$ cat src/rtl/noise_sched_pkg.sv
// Shared constants, FSM state type and round-robin helper for the noise
// scheduler.
package noise_sched_pkg;

  localparam int NUM_VOICES = 4;
  localparam int DIV_W      = 8;

  typedef enum logic [1:0] {
    IDLE  = 2'd0,
    STEP  = 2'd1,
    WAIT  = 2'd2,
    GRANT = 2'd3
  } state_e;

  typedef logic [1:0] voice_idx_t;

  // First pending voice at or after ptr, wrapping 3 -> 0. Returns ptr when
  // nothing is pending; callers qualify the result with |pend.
  function automatic voice_idx_t rr_pick(input logic [NUM_VOICES-1:0] pend,
                                         input voice_idx_t ptr);
    voice_idx_t pick;
    voice_idx_t idx;
    logic       found;
    pick  = ptr;
    found = 1'b0;
    for (int k = 0; k < NUM_VOICES; k++) begin
      idx = ptr + k[1:0];
      if (!found && pend[idx]) begin
        pick  = idx;
        found = 1'b1;
      end
    end
    return pick;
  endfunction

endpackage

$ cat src/rtl/noise_rate_div.sv
// One voice's sample-rate divider: reloadable down-counter whose terminal
// count raises a pending request, plus a sticky overrun flag.
module noise_rate_div
  import noise_sched_pkg::*;
(
  input  logic             clk,
  input  logic             reset,
  input  logic             cfg_we_i,
  input  logic [DIV_W-1:0] cfg_div_i,
  input  logic             cfg_en_i,
  input  logic             grant_clr_i,
  output logic             pend_o,
  output logic             ovr_o
);

  logic [DIV_W-1:0] div_q, div_d;
  logic [DIV_W-1:0] cnt_q, cnt_d;
  logic             en_q, en_d;
  logic             pend_q, pend_d;
  logic             ovr_q, ovr_d;
  logic             tick;

  always_ff @(posedge clk or negedge reset) begin
    if (!reset) begin
      div_q  <= '0;
      cnt_q  <= '0;
      en_q   <= 1'b0;
      pend_q <= 1'b0;
      ovr_q  <= 1'b0;
    end else begin
      div_q  <= div_d;
      cnt_q  <= cnt_d;
      en_q   <= en_d;
      pend_q <= pend_d;
      ovr_q  <= ovr_d;
    end
  end

  always_comb begin
    tick   = en_q && (cnt_q == '0);
    div_d  = div_q;
    cnt_d  = cnt_q;
    en_d   = en_q;
    pend_d = pend_q;
    ovr_d  = ovr_q;
    if (cfg_we_i) begin
      // a write always wins over a simultaneous tick
      div_d  = cfg_div_i;
      cnt_d  = cfg_div_i;
      en_d   = cfg_en_i;
      pend_d = 1'b0;
      ovr_d  = 1'b0;
    end else begin
      if (en_q) cnt_d = tick ? div_q : cnt_q - DIV_W'(1);
      if (tick) begin
        // a tick landing on the accepting cycle is a fresh request, not an overrun
        if (pend_q && !grant_clr_i) ovr_d = 1'b1;
        pend_d = 1'b1;
      end else if (grant_clr_i) begin
        pend_d = 1'b0;
      end
    end
  end

  assign pend_o = pend_q;
  assign ovr_o  = ovr_q;

endmodule

$ cat src/rtl/noise_sched.sv
// Round-robin scheduler sharing one LFSR noise source among four voices:
// step the generator, latch its word, hand it to one voice via valid/ready.
//
// state | meaning
// IDLE  | waiting for any pending voice; picks next one round-robin
// STEP  | noise_step pulse advances the generator
// WAIT  | generator output settles; latched into voice_data
// GRANT | voice_valid to the selected voice until it accepts
module noise_sched
  import noise_sched_pkg::*;
(
  input  logic                  clk,
  input  logic                  reset,
  input  logic [15:0]           noise_in,
  output logic                  noise_step,
  input  logic                  cfg_we,
  input  logic [1:0]            cfg_sel,
  input  logic [DIV_W-1:0]      cfg_div,
  input  logic                  cfg_en,
  output logic                  voice_valid,
  output logic [NUM_VOICES-1:0] voice_grant,
  output logic [15:0]           voice_data,
  input  logic [NUM_VOICES-1:0] voice_ready,
  output logic [NUM_VOICES-1:0] ovr
);

  state_e                state_q, state_d;
  voice_idx_t            sel_q, sel_d;
  voice_idx_t            rr_ptr_q, rr_ptr_d;
  logic [15:0]           data_q, data_d;
  logic [NUM_VOICES-1:0] pend;
  logic                  accept;

  assign accept = (state_q == GRANT) && voice_ready[sel_q];

  for (genvar i = 0; i < NUM_VOICES; i++) begin : g_voice
    noise_rate_div u_div (
      .clk         (clk),
      .reset       (reset),
      .cfg_we_i    (cfg_we && (cfg_sel == voice_idx_t'(i))),
      .cfg_div_i   (cfg_div),
      .cfg_en_i    (cfg_en),
      .grant_clr_i (accept && (sel_q == voice_idx_t'(i))),
      .pend_o      (pend[i]),
      .ovr_o       (ovr[i])
    );
  end

  always_ff @(posedge clk or negedge reset) begin
    if (!reset) begin
      state_q  <= IDLE;
      sel_q    <= '0;
      rr_ptr_q <= '0;
      data_q   <= '0;
    end else begin
      state_q  <= state_d;
      sel_q    <= sel_d;
      rr_ptr_q <= rr_ptr_d;
      data_q   <= data_d;
    end
  end

  always_comb begin
    state_d  = state_q;
    sel_d    = sel_q;
    rr_ptr_d = rr_ptr_q;
    data_d   = data_q;
    case (state_q)
      IDLE: begin
        if (|pend) begin
          sel_d   = rr_pick(pend, rr_ptr_q);
          state_d = STEP;
        end
      end
      STEP: state_d = WAIT;
      WAIT: begin
        data_d  = noise_in;
        state_d = GRANT;
      end
      GRANT: begin
        if (accept) begin
          rr_ptr_d = sel_q + 2'd1;
          state_d  = IDLE;
        end
      end
      default: state_d = IDLE;
    endcase
  end

  always_comb begin
    noise_step  = (state_q == STEP);
    voice_valid = (state_q == GRANT);
    voice_grant = '0;
    if (state_q == GRANT) voice_grant[sel_q] = 1'b1;
  end

  assign voice_data = data_q;

endmodule

$ cat config.mk
export PLATFORM = sky130hd
export DESIGN_NAME = noise_sched
export DESIGN_NICKNAME = d
export VERILOG_FILES = /design/src/rtl/noise_sched_pkg.sv /design/src/rtl/noise_rate_div.sv /design/src/rtl/noise_sched.sv
export SDC_FILE = /design/constraint.sdc
export NUM_CORES = 1
export LEC_CHECK = 0
export BUFFER_PORTS_ARGS = -buffer_cell sky130_fd_sc_hd__buf_2
export CORE_ASPECT_RATIO = 0.7
export CORE_MARGIN = 5
export CORE_UTILIZATION = 38
export DETAILED_ROUTE_END_ITERATION = 10
export HOLD_SLACK_MARGIN = 0.12
export REMOVE_ABC_BUFFERS = 1
export SLEW_MARGIN = 40
export SYNTH_ARGS = -nofsm -noshare
export SYNTH_HDL_FRONTEND = slang
export SYNTH_SLANG_ARGS = --single-unit
$ cat constraint.sdc
create_clock -name clk -period 2 [get_ports clk]
set_clock_uncertainty 0.05 [all_clocks]
set_input_delay 0.2 -clock clk [delete_from_list [all_inputs] [get_ports clk]]
set_output_delay 0.2 -clock clk [all_outputs]
set_load 0.02 [all_outputs]
==> results by group <==
Power
  – P_int: 0.00520 W
  – Pwr/cell area: 1280 nW/um^2
  – Switching Share: 36.6%
  – Leak Pwr: 2.95 nW
  – Switching pwr: 0.00300 W
  – Share of total power in the clock network: 23.6%
  – Maximum VDD drop: 0.000478 V
  – Comb power frac: 36.8%
  – Sequential power share: 39.6%

Synthesis
  – Async set-reset flop share out of synthesis: 100%
  – Mapped Cells: 522
  – Main synth FF type: dfrtp_1
  – Synth cell types: 72
  – #FFs+latches synth: 98
  – Post-synthesis sequential area ratio: 47.6%
  – YS warnings: 0
  – Mapped Area: 5150 sq um
  – Post-synth EDFFs: 0
  – Avg Cell Area, Syn: 9.86 sq um

STA
  – Fin crit share: 94.6%
  – Endpoints failing hold: 0
  – Worst Tran Pin Value: 0.665 ns
  – Max Freq: 529 MHz
  – Final slew viol count: 0
  – Post-route setup TNS: 0 ns
  – Final setup violation count: 0
  – Worst slew margin: 55.3%
  – Min Tclk post-route: 1.89 ns

Status
  – Outcome: finished clean

Critical path
  – Largest stage delay, worst path: 0.56 ns
  – Required time worst endpoint: 2.17 ns
  – CP max-delay cell: or4_4
  – Crit end category: flip-flop
  – CP Launch Type: flip-flop
  – R2R cell count: 4
  – Most frequent CP cell: o21ai_1
  – Crit path DAT: 2.06 ns
  – Crit-path cells: or4_4, or3_1, o21ai_1, o21ai_1
  – Critical path fanouts, max: 8
  – WS Path Type: flip-flop to flip-flop

Finish
  – Most common cell after layout, fill and taps aside: nand2_1
  – Commonest cells after routing, fill and taps aside: nand2_1, dfrtp_1, buf_2
  – Area grow syn2layout: 24.3%
  – Final Instance Area: 6400 sq um
  – Final nets: 669
  – Ratio of cells with drive above 1 in the final layout: 24.9%
  – Filler cells: 1,246
  – Area of the multi-input gates: 2550 sq um
  – ANT cells: 0
  – Register area: 2450 sq um

Clock tree
  – Sink Count: 98
  – Clock Path Buffers: 2
  – CTS clock-pin slew for the worst setup and hold paths: 0.07 ns
  – Root buffer cell: clkbuf_16
  – CTS tree: yes
  – Num CTS Buffers: 9
  – Clock latency on the worst-skew pair: 0.35 ns
  – CTS H-tree depth: 3

Die
  – DIE AREA: 16,000 sq um
  – Initial cell density of the core: 38.9%
  – IO Count: 60
  – Site Rows: 35
  – Die H: 107 um
  – Core Area: 13,200 sq um
  – DIE WIDTH: 149 um

Detailed routing
  – Avg Vias per Cell: 5.19
  – Initial DRC count: 280
  – First-pass iteration count of the detailed router: 5
  – Routed WL: 12,700 um
  – # DRC: 0
  – Vias post-DR: 4,191
  – ANT nets after route: 0
  – Wire per inst: 15.7 um

Place
  – Final Wtd Congestion: 0.876
  – Dpl cell area: 5760 sq um
  – Dpl hpwl: 9230 um
  – Port Buffer Count: 59

Global routing
  – Initial antenna violation count: 0
  – Global route overflow: 0
  – First-pass GRT wire length: 21,400 um
  – GRT Overall Usage: 16.6%
  – Via count of the first global-routing pass: 4,206
  – Largest net degree at the start of global routing: 49

Run
  – MaxCap Viol Count: 0

Min path
  – Hold path cells: 3
  – Worst hold-check path type: input pin to flip-flop
==> per-stage QoR <==
stage                     hold slack, ns  utilization (%)  setup slack (ns)  total power [W]  cells
after floorplan                   -0.146                -           -0.0775          0.00520    497
after global placement           0.00368             43.5            0.0629          0.00607    768
after detailed placement         0.00727             43.5           -0.0720          0.00619    768
after CTS                          0.122             48.0           0.00344          0.00819    808
after global routing               0.136             48.4           -0.0209          0.00878    808
final                              0.128             48.4             0.109          0.00820    808
==> power groups by stage <==
stage | clock [W] | combinational (W) | sequential, W
final | 0.00193 | 0.00302 | 0.00325
after global routing | 0.00206 | 0.00336 | 0.00336
after CTS | 0.00197 | 0.00300 | 0.00322
after detailed placement | 0 | 0.00294 | 0.00325
after global placement | 0 | 0.00286 | 0.00322
after floorplan | 0 | 0.00184 | 0.00335
==> routing by layer <==
layer | share of wire (%) | track usage, % | vias to the layer above | wire [um]
met3 | 4.4 | 3.49 | 6 | 561
li1 | - | - | 2044 | -
met1 | 47 | 23.6 | 2060 | 5910
met2 | 48 | 26.4 | 81 | 6140
met5 | 0 | 0 | - | 0
met4 | 0.60 | 3.14 | 0 | 76
==> cell usage after synthesis (5+ instances only) <==
| master | number | area [sq um] |
|---|---|---|
| nand2_1 | 102 | 383 |
| dfrtp_1 | 98 | 2450 |
| mux2_2 | 33 | 372 |
| nor2_1 | 31 | 116 |
| a21oi_1 | 30 | 150 |
| inv_1 | 20 | 75.1 |
| o21ai_0 | 18 | 90.1 |
| ha_1 | 17 | 213 |
| clkbuf_1 | 10 | 37.5 |
| nand3_1 | 10 | 50.1 |
| buf_2 | 8 | 40.0 |
| a31oi_1 | 6 | 37.5 |
| mux2i_1 | 6 | 60.1 |
| nor3_1 | 6 | 30.0 |
| o31ai_1 | 6 | 45.0 |
| and2_1 | 5 | 31.3 |
| and3_1 | 5 | 31.3 |
| nand2b_1 | 5 | 31.3 |
| nor4_1 | 5 | 31.3 |
| o211ai_1 | 5 | 37.5 |
| or3_1 | 5 | 31.3 |
==> sequential cells by signal (all words and copies together), names as in the netlist <==
register / count
g_voice.u_div.pend_o: 4
voice_data: 16
state_q: 2
g_voice.u_div.ovr_o: 4
rr_ptr_q: 2
sel_q: 2
g_voice.u_div.cnt_q: 32
g_voice.u_div.div_q: 32
g_voice.u_div.en_q: 4
==> timing repair <==
item | CTS | global route
resized for setup | 2 | 9
hold buffers | 24 | 0
endpoints found under the hold margin | 126 | 0
cloned | 0 | 0
pin swaps | 0 | 0
setup endpoints to repair | 5 | 11
setup buffers | 0 | 0
==> area by class of cell <==
type / count / share of cell area, %
timing repair buffer: 110 / 11.8
clock buffer: 11 / 3.95
inverter: 20 / 1.17
tap: 185 / 3.62
sequential: 98 / 38.3
multi-input combinational: 379 / 39.8
clock inverter: 5 / 1.33
==> final timing paths <==
path / endpoint / slack [ns] / from
setup reg to reg: g_voice[1].u_div.cnt_q[1]$_DFFE_PN0P_ / 0.11 / g_voice[1].u_div.cnt_q[4]$_DFFE_PN0P_
min in group asynchronous: voice_data[3]$_DFFE_PN0P_ / 0.19 / reset
hold reg to reg: g_voice[3].u_div.div_q[2]$_DFFE_PN0P_ / 0.42 / g_voice[3].u_div.div_q[2]$_DFFE_PN0P_
hold / removal: g_voice[1].u_div.div_q[6]$_DFFE_PN0P_ / 0.13 / cfg_div[6]
max in group asynchronous: g_voice[3].u_div.div_q[6]$_DFFE_PN0P_ / 1.19 / reset
setup / recovery: g_voice[1].u_div.cnt_q[1]$_DFFE_PN0P_ / 0.11 / g_voice[1].u_div.cnt_q[4]$_DFFE_PN0P_
==> kinds of logic (layout without fill, tap and decap cells) <==
group	after synthesis	in the layout	synth area share (%)
buf+inv	45	146	4.06
mux	42	42	9.26
xor+xnor	3	3	0.511
compound gates	107	107	14.0
fa+ha+maj	17	17	4.13
simple gates	210	210	20.4
flops	98	98	47.6
==> worst max-delay path, delay by kind of cell (launching register included) <==
family             cells  cell delay (ns)
AOI/OAI and AO/OA      2             0.25
DFF                    1             0.38
and+or+nand+nor        2             1.09
(Power assumes the default switching activity.)
